[src/rtl/tuner_fft_frame_ctrl.sv]
// Frame sequencer for the tuner FFT: feeds N real samples as one sop..eop packet
// and scans the returned spectrum for the strongest bin in 1..N/2-1.
module tuner_fft_frame_ctrl #(
  parameter int LOG2N = 12,
  parameter int DW    = 32
) (
  input  logic             clk,
  input  logic             reset_n,
  input  logic             enable,
  input  logic             smp_valid,
  output logic             smp_ready,
  input  logic [DW-1:0]    smp_data,
  output logic             fft_sink_valid,
  input  logic             fft_sink_ready,
  output logic             fft_sink_sop,
  output logic             fft_sink_eop,
  output logic [DW-1:0]    fft_sink_real,
  output logic [DW-1:0]    fft_sink_imag,
  output logic [1:0]       fft_sink_error,
  output logic [13:0]      fft_fftpts_in,
  input  logic             fft_source_valid,
  output logic             fft_source_ready,
  input  logic [1:0]       fft_source_error,
  input  logic             fft_source_sop,
  input  logic             fft_source_eop,
  input  logic [DW-1:0]    fft_source_real,
  input  logic [DW-1:0]    fft_source_imag,
  output logic             peak_valid,
  output logic [LOG2N-2:0] peak_bin,
  output logic [DW:0]      peak_mag,
  output logic             frame_err
);

  localparam int N = 1 << LOG2N;
  localparam logic [LOG2N-1:0] LAST_IDX = '1;
  localparam logic [LOG2N-1:0] HALF_IDX = {1'b1, {(LOG2N-1){1'b0}}};
  localparam logic [LOG2N-1:0] ONE_IDX  = {{(LOG2N-1){1'b0}}, 1'b1};

  typedef enum logic [0:0] {S_IDLE = 1'b0, S_FEED = 1'b1} state_t;

  state_t           r_state, w_state_nxt;
  logic [LOG2N-1:0] r_in_cnt;
  logic             w_accept;

  logic [LOG2N-1:0] r_bin_cnt, r_max_bin;
  logic [DW:0]      r_max;
  logic             r_err;
  logic             r_src_ready, r_peak_valid, r_frame_err;
  logic [LOG2N-2:0] r_peak_bin;
  logic [DW:0]      r_peak_mag;

  logic [LOG2N-1:0] w_bin, w_cur_bin, w_max_bin_nxt;
  logic [DW:0]      w_mag, w_cur_max, w_max_nxt;
  logic             w_err_nxt;

  // Exact magnitude of a signed value; the extra bit holds |-2**(DW-1)| without saturation.
  function automatic logic [DW:0] f_abs(input logic [DW-1:0] v);
    logic [DW:0] e;
    e = {v[DW-1], v};
    if (v[DW-1]) begin
      return -e;
    end else begin
      return e;
    end
  endfunction

  assign fft_sink_real    = smp_data;
  assign fft_sink_imag    = '0;
  assign fft_sink_error   = 2'b00;
  assign fft_fftpts_in    = 14'(N);
  assign fft_source_ready = r_src_ready;
  assign peak_valid       = r_peak_valid;
  assign peak_bin         = r_peak_bin;
  assign peak_mag         = r_peak_mag;
  assign frame_err        = r_frame_err;

  // Input FSM next state and zero-latency sample/sink handshake.
  always_comb begin
    w_state_nxt    = r_state;
    smp_ready      = 1'b0;
    fft_sink_valid = 1'b0;
    fft_sink_sop   = 1'b0;
    fft_sink_eop   = 1'b0;
    w_accept       = 1'b0;
    case (r_state)
      S_IDLE: begin
        if (enable) begin
          w_state_nxt = S_FEED;
        end else begin
          w_state_nxt = S_IDLE;
        end
      end
      S_FEED: begin
        fft_sink_valid = smp_valid;
        smp_ready      = fft_sink_ready;
        w_accept       = smp_valid & fft_sink_ready;
        fft_sink_sop   = smp_valid & (r_in_cnt == '0);
        fft_sink_eop   = smp_valid & (r_in_cnt == LAST_IDX);
        // A frame always runs to N beats; enable is only honoured at the frame boundary.
        if (w_accept && (r_in_cnt == LAST_IDX) && !enable) begin
          w_state_nxt = S_IDLE;
        end else begin
          w_state_nxt = S_FEED;
        end
      end
      default: w_state_nxt = S_IDLE;
    endcase
  end

  // Input FSM state and beat counter.
  always_ff @(posedge clk or negedge reset_n) begin
    if (!reset_n) begin
      r_state  <= S_IDLE;
      r_in_cnt <= '0;
    end else begin
      r_state <= w_state_nxt;
      if (w_accept) begin
        r_in_cnt <= r_in_cnt + ONE_IDX;
      end else begin
        r_in_cnt <= r_in_cnt;
      end
    end
  end

  // Spectrum scan: fold the current beat into the running max so the eop bin is included.
  always_comb begin
    w_bin     = fft_source_sop ? '0 : r_bin_cnt;
    w_mag     = f_abs(fft_source_real) + f_abs(fft_source_imag);
    w_cur_max = fft_source_sop ? '0 : r_max;
    w_cur_bin = fft_source_sop ? '0 : r_max_bin;
    w_err_nxt = (fft_source_sop ? (r_bin_cnt != '0) : r_err)
              | (fft_source_error != 2'b00)
              | (fft_source_eop & (w_bin != LAST_IDX));
    if ((w_bin != '0) && (w_bin < HALF_IDX) && (w_mag > w_cur_max)) begin
      w_max_nxt     = w_mag;
      w_max_bin_nxt = w_bin;
    end else begin
      w_max_nxt     = w_cur_max;
      w_max_bin_nxt = w_cur_bin;
    end
  end

  // Scan state and once-per-frame peak report.
  always_ff @(posedge clk or negedge reset_n) begin
    if (!reset_n) begin
      r_src_ready  <= 1'b1;
      r_bin_cnt    <= '0;
      r_max        <= '0;
      r_max_bin    <= '0;
      r_err        <= 1'b0;
      r_peak_valid <= 1'b0;
      r_frame_err  <= 1'b0;
      r_peak_bin   <= '0;
      r_peak_mag   <= '0;
    end else begin
      r_src_ready  <= 1'b1;
      r_peak_valid <= 1'b0;
      r_frame_err  <= 1'b0;
      if (fft_source_valid) begin
        r_bin_cnt <= fft_source_eop ? '0 : (w_bin + ONE_IDX);
        r_err     <= w_err_nxt;
        r_max     <= w_max_nxt;
        r_max_bin <= w_max_bin_nxt;
        if (fft_source_eop) begin
          if (w_err_nxt) begin
            r_frame_err <= 1'b1;
          end else begin
            r_peak_valid <= 1'b1;
            r_peak_bin   <= w_max_bin_nxt[LOG2N-2:0];
            r_peak_mag   <= w_max_nxt;
          end
        end else begin
          r_frame_err <= 1'b0;
        end
      end else begin
        r_bin_cnt <= r_bin_cnt;
      end
    end
  end

endmodule
[config.mk]
export PLATFORM = sky130hd
export DESIGN_NAME = tuner_fft_frame_ctrl
export DESIGN_NICKNAME = d
export VERILOG_FILES = /design/src/rtl/tuner_fft_frame_ctrl.sv
export SDC_FILE = /design/constraint.sdc
export NUM_CORES = 1
export LEC_CHECK = 0
export ABC_AREA = 1
export BUFFER_PORTS_ARGS = -buffer_cell sky130_fd_sc_hd__buf_4
export CORE_ASPECT_RATIO = 0.5
export CORE_MARGIN = 4
export CORE_UTILIZATION = 51
export CTS_CLUSTER_DIAMETER = 100
export CTS_CLUSTER_SIZE = 25
export DETAILED_ROUTE_END_ITERATION = 10
export PLACE_DENSITY = 0.83
export SYNTH_ARGS = -nofsm -noshare
export SYNTH_HDL_FRONTEND = slang
export SYNTH_SLANG_ARGS = --single-unit
[constraint.sdc]
create_clock -name clk -period 2.1 [get_ports clk]
set_clock_uncertainty 0.1 [all_clocks]
set_input_delay 0.105 -clock clk [delete_from_list [all_inputs] [get_ports clk]]
set_output_delay 0.105 -clock clk [all_outputs]
set_load 0.005 [all_outputs]
==> qor.csv, run 1 <==
stage;metric;value;unit
grt;largest net degree at the start of global routing;57;
timing;post-route setup slack;-2302;ps
detailed_routing;Vias/cell;5.456;
setup_path;worst reg2reg startpoint;r_max[24];
hold_path;WHS Endpoint;r_in_cnt[3];
setup_path;CP endpoint kind;flip-flop;
setup_path;max incr delay on CP;390;ps
setup_path;flop-to-flop setup slack;-530;ps
hold_path;Worst Hold Launch;fft_sink_ready;
detailed_routing;Post-Route WL;40.55;mm
timing;Final Max Slew Viols;0;
hold_path;worst hold path class;in2reg;
setup_path;CP Launch Type;primary input;
synthesis;Post-Syn Area per Cell;6.237;µm²
place;Cell Area, Placed;14260;µm²
hold_path;Min-Delay Path Depth;5;
floorplan;I/O Pins;237;
setup_path;CP required;2300;ps
detailed_routing;# DRC;0;
power_and_ir_drop;VDD IR max;0.6484;mV
place;Placement Setup Slack;-2660;ps
cts;CTS H-tree lvls;4;
synthesis;EDFF count, synth;0;
timing;Final Hold Viols;0;
timing;RSZ-0062 raised after global routing;true;
finish;synthesis-to-layout area growth;44.88;%
setup_path;CP max stage cell;ha_1;
detailed_routing;post-DR wirelength/cell;16.14;µm
power_and_ir_drop;P per Cell Area;775.3;nW/µm²
timing;Tcrit/Tclk final;2.096;
setup_path;critical path arrival;4610;ps
timing;Tmin final;4402;ps
setup_path;Setup CP Type;in2reg;
finish;Antenna diodes;0;
finish;Finished Cell Area;16400;µm²
place;RD Place Congestion;0.9299;
finish;final core occ;0.7549;
detailed_routing;DR pass1 iterations;6;
grt;number of global-route vias before repair;12710;
synthesis;Post-synth top flop;dfrtp_1;
grt;Tot GR Track Use;0.2911;
outcome;status;finished, violations left;
place;# port buffers;123;
outcome;failing checks;negative setup slack;
timing;slew at the pin closest to its max-slew limit;725.9;ps
cts;clk sinks;116;
cts;CTS tree;yes;
timing;headroom to the max-slew limit;0.5161;
floorplan;Die Ht;113.4;µm
synthesis;#FFs+latches synth;116;
grt;global-route wire length before repair;59.02;mm
synthesis;warnings from Yosys;0;
synthesis;Netlist cell types;42;
detailed_routing;DR vias;13710;
floorplan;die area;24790;µm²
place;HPWL Detailed;25.93;mm
flow_run;max cap viols;0;
setup_path;critical path depth;30;
finish;final net count;2377;
floorplan;Initial Util;0.5210;
grt;initial antenna violation count;0;
setup_path;critical path peak fanout;5;
power_and_ir_drop;Leakage;0.009034;µW
setup_path;most common cell type on the critical path;nand3_1;
detailed_routing;remaining antenna violation count;0;
synthesis;Synth Instances;1815;
cts;clock-pin slew on the worst setup and hold paths;60;ps
setup_path;delay-heaviest family, CP;simple AND/OR/NAND/NOR gates;
timing;worst hold slack;57.72;ps
cts;Max clock buf depth;2;
setup_path;RR Endpoint;r_max[2];
floorplan;Rows;38;
detailed_routing;1st-iter DRT viols;1350;
timing;Fmax achieved;227.2;MHz
timing;final setup fails;88;
cts;worst-skew pair later-pin latency;420;ps
setup_path;R2R depth;13;
cts;CTS Root Cell;clkbuf_16;
setup_path;CP Buf/Inv Count;7;
synthesis;synthesized area;11320;µm²
synthesis;sequential element share of the synthesized area;0.2564;
floorplan;CORE AREA;21730;µm²
grt;Overflow after GRT;0;
floorplan;Die Width;218.7;µm
finish;ratio of cells with drive above 1 in the final layout;0.3178;
synthesis;Post-synth ARST share;1.000;
cts;total CTS buffers;17;
-- worst max-delay path by stage --
| stage | startpoint | endpoint | slack (ps) |
|---|---|---|---|
| 2_1_floorplan | fft_source_real[0] | r_max[21] | -1750 |
| 3_3_place_gp | fft_source_real[0] | peak_mag[31] | -2540 |
| 3_5_place_dp | fft_source_real[0] | peak_mag[16] | -2660 |
| 4_1_cts | fft_source_real[1] | r_max[30] | -1950 |
| 5_1_grt | fft_source_real[14] | r_max[31] | -2560 |
| 6_report | fft_source_real[14] | r_max[2] | -2300 |
-- final cells by class --
cell class	instances	area, µm²
Clock inverter	11	150.1
Tap cell	300	375.4
Multi-Input combinational cell	1356	7868
Clock buffer	21	470.5
Sequential cell	116	2903
Timing Repair Buffer	442	3612
Inverter	266	1023
Fill cell	1453	5326
-- cell usage after synthesis (8+ instances only) --
library cell | count | area, µm²
inv_1 | 263 | 987.2
buf_2 | 10 | 50.05
nor3_1 | 23 | 115.1
a21oi_1 | 38 | 190.2
nand3b_1 | 15 | 112.6
nor2_1 | 147 | 551.8
buf_4 | 87 | 653.1
xnor2_1 | 23 | 201.4
nand2_1 | 657 | 2466
xor2_1 | 57 | 499.2
nand3_1 | 171 | 855.8
dfrtp_1 | 116 | 2903
o21ai_0 | 28 | 140.1
nor4_1 | 8 | 50.05
nand4_1 | 22 | 137.6
clkbuf_1 | 19 | 71.32
ha_1 | 71 | 888.4
-- per-layer routing --
layer / GRT usage / wire length (µm)
met1: 0.3680 / 15460
met2: 0.4908 / 18790
met3: 0.04427 / 3733
met4: 0.1439 / 2562
met5: 0 / 0
-- repair_timing --
| item | 4_1_cts | 5_1_grt |
|---|---|---|
| setup endpoints to repair | 88 | 90 |
| pin swaps | 51 | 82 |
| resized for setup | 107 | 168 |
| endpoints found under the hold margin | 50 | 0 |
| buffers inserted | 23 | 13 |
| cloned | 4 | 3 |
| hold buffers | 6 | 0 |
-- registers in the layout, summed over array words and instances (netlist names), 11 cells and up --
register,flops
r_bin_cnt,12
peak_mag,33
peak_bin,11
r_in_cnt,12
r_max_bin,11
r_max,33
-- cells in the final DEF, fill, tap and decap left out, types with 5 or more instances in the layout --
cell type	count
nor2_2	25
nor3_1	14
ha_1	53
nand4_1	22
nand3_2	29
clkbuf_16	20
xor2_1	54
buf_4	410
o21ai_0	21
nand2_1	579
inv_1	247
nor3_4	5
buf_6	7
a21oi_1	28
nor3_2	7
o22ai_1	5
nand2_2	61
nand3_1	137
inv_2	14
ha_2	6
nand3_4	5
buf_12	11
dfrtp_1	116
dlygate4sd3_1	6
a21oi_2	10
nor2_4	16
nor2_1	110
nand3b_1	15
xnor2_1	18
ha_4	12
o21ai_1	6
nand2_4	17
conb_1	49
-- where the power goes --
group | total (µW) | switching, µW | leakage, µW | internal [µW]
Clock | 3080 | 1120 | 0.000300 | 1960
Combinational | 6810 | 3810 | 0.00717 | 3000
Sequential | 2820 | 267 | 0.00156 | 2550
Total | 12700 | 5200 | 0.00903 | 7520
-- worst min-delay path, stage by stage --
cell and delay (ps):
buf_4 110, nand2_1 70, nor2_1 60, nand4_1 110, xnor2_1 70
-- stage by stage --
stage               total power [µW]  std cells  TNS (ps)
floorplan                       5924       1862   -152300
global placement                7736       2435   -219610
detailed placement              7941       2435   -231130
CTS                            11610       2499   -169120
global route                   13360       2512   -219490
finish                         12720       2512   -195710
-- cells by family after synthesis --
group	synth area share
compound gates	0.04598
xor+xnor	0.06189
fa+ha+maj	0.08024
buf+inv	0.1626
flops	0.2564
other cells	0.0006634
simple gates	0.3922
No activity file was read; power rests on OpenSTA's default activity.
==> run 2: changes to the inputs <==
- CORE_UTILIZATION: 51 -> 57
- PLACE_DENSITY: 0.83 -> 0.88
- clock period: 2.1 -> 4.4 ns (I/O delays scaled with it)
==> run 2 against run 1 <==
  * The flow still finishes with violations (negative setup slack)
  * Critical path depth is 5 higher
  * Clock power is 57% lower
  * Worst setup slack better by 2100 ps
  * Combinational power is 56% lower
  * Total power is 56% lower
  * Via count is 3.0% lower
  * Die area is 10% lower
  * Clock-buffer cell count is 3 higher
  * Critical endpoint is now peak_mag[18]
  * Largest cell class unchanged
==> qor.csv, run 2 (synthesis gave the netlist of run 1 again) <==
stage;metric;value;unit;change
floorplan;CORE AREA;19460;µm²;was 21730 µm²
power_and_ir_drop;Leakage;0.008469;µW;was 0.009034 µW
setup_path;max incr delay on CP;350;ps;was 390 ps
timing;Final Hold Viols;0;;unchanged
place;Placed Cells;2335;;was 2435
setup_path;critical path arrival;4820;ps;was 4610 ps
flow_run;max cap viols;0;;unchanged
place;RD Place Congestion;0.9821;;was 0.9299
place;# port buffers;123;;unchanged
setup_path;CP endpoint kind;flip-flop;;unchanged
setup_path;RR Endpoint;peak_mag[18];;was r_max[2]
detailed_routing;post-DR wirelength/cell;16.41;µm;was 16.14 µm
finish;non-filler cells, final;2384;;was 2512
timing;worst hold slack;58.59;ps;was 57.72 ps
finish;Finished Cell Area;15290;µm²;was 16400 µm²
finish;synthesis-to-layout area growth;35.07;%;was 44.88%
grt;global-route wire length before repair;54.78;mm;was 59.02 mm
power_and_ir_drop;Total Power;5658;µW;was 12720 µW
timing;setup TNS;-6476;ps;was -195710 ps
detailed_routing;1st-iter DRT viols;1672;;was 1350
timing;Final Max Slew Viols;0;;unchanged
setup_path;critical path peak fanout;11;;was 5
power_and_ir_drop;P per Cell Area;370.0;nW/µm²;was 775.3 nW/µm²
cts;CTS H-tree lvls;4;;unchanged
cts;worst-skew pair later-pin latency;410;ps;was 420 ps
setup_path;worst setup path startpoint;fft_source_real[1];;was fft_source_real[14]
hold_path;worst hold path class;in2reg;;unchanged
grt;number of global-route vias before repair;11680;;was 12710
power_and_ir_drop;VDD IR max;0.3188;mV;was 0.6484 mV
timing;Tmin final;4578;ps;
detailed_routing;max layer used;met4;;unchanged
setup_path;flop-to-flop setup slack;1670;ps;was -530 ps
grt;Overflow after GRT;0;;unchanged
outcome;failing checks;negative setup slack;;unchanged
floorplan;Die Ht;107.7;µm;was 113.4 µm
cts;CTS Root Cell;clkbuf_16;;unchanged
timing;slew at the pin closest to its max-slew limit;1091;ps;was 725.9 ps
place;HPWL Detailed;25.18;mm;was 25.93 mm
floorplan;Initial Util;0.5818;;was 0.5210
grt;largest net degree at the start of global routing;86;;was 57
outcome;status;finished, violations left;;unchanged
timing;Fmax achieved;218.4;MHz;
cts;CTS tree;yes;;unchanged
finish;final net count;2286;;was 2377
grt;initial antenna violation count;0;;unchanged
setup_path;worst reg2reg startpoint;r_max[32];;was r_max[24]
setup_path;R2R depth;13;;unchanged
finish;most common cell after layout, fill and taps aside;nand2_1;;unchanged
detailed_routing;remaining antenna violation count;0;;unchanged
detailed_routing;DR WL met2;18.09;mm;was 18.79 mm
cts;total CTS buffers;17;;unchanged
place;Cell Area, Placed;13500;µm²;was 14260 µm²
finish;Filler Cells Inserted;1314;;was 1453
detailed_routing;Vias/cell;5.579;;was 5.456
detailed_routing;Post-Route WL;39.13;mm;was 40.55 mm
setup_path;CP required;4640;ps;was 2300 ps
cts;Max clock buf depth;2;;unchanged
floorplan;die area;22320;µm²;was 24790 µm²
timing;final setup fails;88;;unchanged
floorplan;Rows;36;;was 38
timing;Tcrit/Tclk final;1.041;;
timing;post-route setup slack;-178.2;ps;was -2302 ps
finish;Antenna diodes;0;;unchanged
floorplan;I/O Pins;237;;unchanged
grt;Tot GR Track Use;0.2949;;was 0.2911
detailed_routing;DR pass1 iterations;10;;was 6
detailed_routing;wire length on met3;4.152;mm;was 3.733 mm
setup_path;CP max stage cell;ha_2;;was ha_1
timing;RSZ-0062 raised after global routing;true;;unchanged
finish;ratio of cells with drive above 1 in the final layout;0.2828;;was 0.3178
finish;most frequent cells in the layout;nand2_1, buf_4, inv_1;;unchanged
detailed_routing;# DRC;0;;unchanged
cts;clock-pin slew on the worst setup and hold paths;60;ps;about the same
setup_path;CP Launch Type;primary input;;unchanged
timing;headroom to the max-slew limit;0.2726;;was 0.5161
setup_path;Setup CP Type;in2reg;;unchanged
setup_path;crit path to;peak_mag[18];;was r_max[2]
detailed_routing;DR vias;13300;;was 13710
cts;clk sinks;116;;unchanged
floorplan;Die Width;207.3;µm;was 218.7 µm
detailed_routing;Metal-1 WL;14.98;mm;was 15.46 mm
[run 2: cell count changes in the layout (fill, tap and decap cells not counted), moves of 4 or more]
| cell | delta |
|---|---|
| nand3_2 | -18 |
| buf_4 | -75 |
| buf_12 | -8 |
| nor3_4 | -4 |
| nand3_1 | +17 |
| nand2_1 | -5 |
| nor3_2 | +4 |
| o21ai_0 | +4 |
| o21ai_1 | -4 |
| nand2_4 | -8 |
| nand2_2 | +13 |
[run 2: per-stage QoR]
stage / setup WS (ps) / util
2_1_floorplan: 63.87 / -
3_3_place_gp: -591.9 / 0.6937
3_5_place_dp: -726.0 / 0.6937
4_1_cts: 1.244 / 0.7259
5_1_grt: -279.2 / 0.7858
6_report: -178.2 / 0.7858
[run 2: critical path: cells and delay by family]
kind	cells	cell delay, ps
AND/OR/NAND/NOR	24	2890
adder cells (fa/ha/maj)	3	770
buffers and inverters	6	540
AO/OA/AOI/OAI	1	210
XOR/XNOR	1	190
[run 2: per-layer routing]
metal / vias to the layer above / GRT usage
met5: - / 0
met4: 0 / 0.1037
met3: 232 / 0.05240
met2: 969 / 0.5044
met1: 5972 / 0.3807
li1: 6127 / -
[run 2: layout make-up]
type	instances	area [µm²]	area share
Clock inverter	5	50.05	0.003273
Inverter	266	1011	0.06612
Tap cell	266	332.8	0.02177
Sequential cell	116	2903	0.1898
Clock buffer	24	501.7	0.03281
Multi-Input combinational cell	1356	7734	0.5058
Timing Repair Buffer	351	2759	0.1804
[run 2: worst min path at each step]
| stage | from | endpoint | depth (start not counted) |
|---|---|---|---|
| 2_1_floorplan | reset_n | frame_err | 0 |
| 3_3_place_gp | enable | r_state | 2 |
| 3_5_place_dp | enable | r_state | 2 |
| 4_1_cts | fft_sink_ready | r_state | 4 |
| 5_1_grt | fft_sink_ready | r_state | 4 |
| 6_report | fft_sink_ready | r_state | 4 |
[run 2: report_power, final]
group | internal [µW] | leakage, µW | total [µW] | switching (µW)
sequential | 1220 | 0.00156 | 1340 | 122
combinational | 1220 | 0.00663 | 3000 | 1780
clock | 838 | 0.000278 | 1320 | 479
[run 2: what timing repair did]
item | 4_1_cts | 5_1_grt
buffers inserted | 0 | 13
cloned | 0 | 4
pin swaps | 6 | 92
resized for setup | 14 | 254
hold buffers | 3 | 0
setup endpoints to repair | 88 | 88
hold endpoints to repair | 86 | 0
==> run 3: changes to the inputs <==
- REMOVE_ABC_BUFFERS: default -> 1
==> run 3 against run 2 <==
  * The run still ends with negative setup slack left
  * Clock-buffer cell count down 4
  * Worst setup slack worse by 95 ps
  * Non-clock buffer count up 12
  * Global-route usage up 2.5 points
  * Largest cell class unchanged
  * Largest power group unchanged
==> qor.csv, run 3 (synthesis gave the netlist of run 1 again) <==
stage;metric;value;unit;change
finish;most frequent cells in the layout;nand2_1, buf_4, inv_1;;unchanged
power_and_ir_drop;Leakage;0.008519;µW;was 0.008469 µW
cts;total CTS buffers;17;;unchanged
detailed_routing;1st-iter DRT viols;2123;;was 1672
detailed_routing;Post-Route WL;41.85;mm;was 39.13 mm
setup_path;critical path peak fanout;6;;was 11
place;HPWL Detailed;25.97;mm;was 25.18 mm
floorplan;Die Width;207.3;µm;unchanged
timing;Tcrit/Tclk final;1.062;;was 1.041
place;Cell Area, Placed;13580;µm²;was 13500 µm²
floorplan;I/O Pins;237;;unchanged
hold_path;worst hold path class;in2reg;;unchanged
timing;RSZ-0062 raised after global routing;true;;unchanged
setup_path;CP Launch Type;primary input;;unchanged
timing;post-route setup slack;-272.9;ps;was -178.2 ps
place;Placed Cells;2344;;was 2335
setup_path;Setup CP Type;in2reg;;unchanged
finish;ratio of cells with drive above 1 in the final layout;0.2794;;was 0.2828
power_and_ir_drop;P per Cell Area;378.5;nW/µm²;was 370.0 nW/µm²
cts;CTS H-tree lvls;4;;unchanged
setup_path;CP required;4660;ps;was 4640 ps
power_and_ir_drop;Total Power;5805;µW;was 5658 µW
cts;CTS tree;yes;;unchanged
setup_path;critical path arrival;4940;ps;was 4820 ps
setup_path;max incr delay on CP;420;ps;was 350 ps
setup_path;CP max stage cell;ha_1;;was ha_2
timing;Final Max Slew Viols;0;;unchanged
cts;clk sinks;116;;unchanged
timing;slew at the pin closest to its max-slew limit;855.4;ps;was 1091 ps
finish;synthesis-to-layout area growth;35.47;%;was 35.07%
grt;grt met3 use;0.08151;;was 0.05240
timing;setup TNS;-14940;ps;was -6476 ps
cts;clock-pin slew on the worst setup and hold paths;60;ps;about the same
finish;Finished Cell Area;15340;µm²;was 15290 µm²
grt;number of global-route vias before repair;12520;;was 11680
floorplan;Rows;36;;unchanged
finish;Filler Cells Inserted;1235;;was 1314
detailed_routing;post-DR wirelength/cell;17.45;µm;was 16.41 µm
detailed_routing;DR vias;13700;;was 13300
grt;gr busiest metal;met2;;unchanged
flow_run;max cap viols;0;;unchanged
outcome;failing checks;negative setup slack;;unchanged
detailed_routing;DR pass1 iterations;8;;was 10
power_and_ir_drop;VDD IR max;0.2782;mV;was 0.3188 mV
grt;global-route wire length before repair;59.06;mm;was 54.78 mm
grt;Overflow after GRT;0;;unchanged
detailed_routing;# DRC;0;;unchanged
cts;Max clock buf depth;2;;unchanged
grt;largest net degree at the start of global routing;60;;was 86
grt;Tot GR Track Use;0.3198;;was 0.2949
timing;Fmax achieved;214.0;MHz;was 218.4 MHz
grt;met1 Usage GRT;0.4050;;was 0.3807
floorplan;CORE AREA;19460;µm²;unchanged
timing;final setup fails;88;;unchanged
finish;final net count;2298;;was 2286
cts;CTS Root Cell;clkbuf_16;;unchanged
place;# port buffers;123;;unchanged
outcome;status;finished, violations left;;unchanged
floorplan;Die Ht;107.7;µm;unchanged
floorplan;die area;22320;µm²;unchanged
timing;Final Hold Viols;0;;unchanged
floorplan;Initial Util;0.5818;;unchanged
place;RD Place Congestion;0.9376;;was 0.9821
finish;non-filler cells, final;2399;;was 2384
cts;worst-skew pair later-pin latency;430;ps;was 410 ps
detailed_routing;Vias/cell;5.711;;was 5.579
setup_path;most common cell type on the critical path;nand2_1;;
detailed_routing;remaining antenna violation count;0;;unchanged
finish;most common cell after layout, fill and taps aside;nand2_1;;unchanged
setup_path;CP endpoint kind;flip-flop;;unchanged
finish;Antenna diodes;0;;unchanged
timing;Tmin final;4673;ps;was 4578 ps
timing;headroom to the max-slew limit;0.4289;;was 0.2726
grt;met2 usage;0.5275;;was 0.5044
grt;initial antenna violation count;0;;unchanged
finish;final core occ;0.7881;;was 0.7858
-- run 3: per-stage QoR --
step / hold slack, ps / setup WS (ps)
2_1_floorplan: -175.6 / -974.3
3_3_place_gp: 3.193 / -559.9
3_5_place_dp: 4.330 / -747.2
4_1_cts: 60.13 / 1.431
5_1_grt: 74.44 / -507.5
6_report: 45.05 / -272.9
-- run 3: layer usage --
layer  routed length (µm)  vias up
met5                    0        -
met4                 2489        0
li1                     -     6133
met1                15910     6193
met3                 4954      302
met2                18500     1072
-- run 3: power by group --
part / total [µW] / internal [µW] / switching, µW
Sequential: 1350 / 1220 / 134
Clock: 1360 / 803 / 557
Combinational: 3090 / 1270 / 1830
-- run 3: path summary, 6_finish.rpt --
kind / start / to / slack, ps / cells past startpoint
worst min-delay path: fft_source_error[0] / r_err / 50 / 5
max in group asynchronous: reset_n / peak_mag[5] / 3050 / 3
worst max register to register: r_bin_cnt[1] / peak_mag[18] / 1510 / 12
worst max-delay path: fft_source_real[1] / r_max_bin[3] / -270 / 34
worst min register to register: r_max[30] / r_max[30] / 380 / 2
min in group asynchronous: reset_n / r_in_cnt[9] / 100 / 2
-- run 3: timing repair --
| item | CTS | global route |
|---|---|---|
| buffers inserted | 6 | 12 |
| gates resized for setup | 53 | 201 |
| setup endpoints to repair | 88 | 88 |
| hold buffers | 3 | 0 |
| hold endpoints to repair | 18 | 0 |
| pin swaps | 24 | 77 |
| cloned | 0 | 3 |
-- run 3: critical path: cells and delay by family --
family / cells / cell delay [ps]
AO/OA/AOI/OAI: 1 / 260
XOR/XNOR: 1 / 130
adder cells (fa/ha/maj): 2 / 720
buffers and inverters: 10 / 1110
AND/OR/NAND/NOR: 20 / 2460
-- run 3: layout make-up --
type                       count  area, µm²  area share
timing repair buffer         363       2902      0.1892
tap                          266      332.8     0.02170
clock buffer                  20      456.7     0.02978
clock inverter                12      107.6    0.007016
multi-input combinational   1356       7629      0.4974
sequential                   116       2903      0.1893
inverter                     266       1006     0.06559
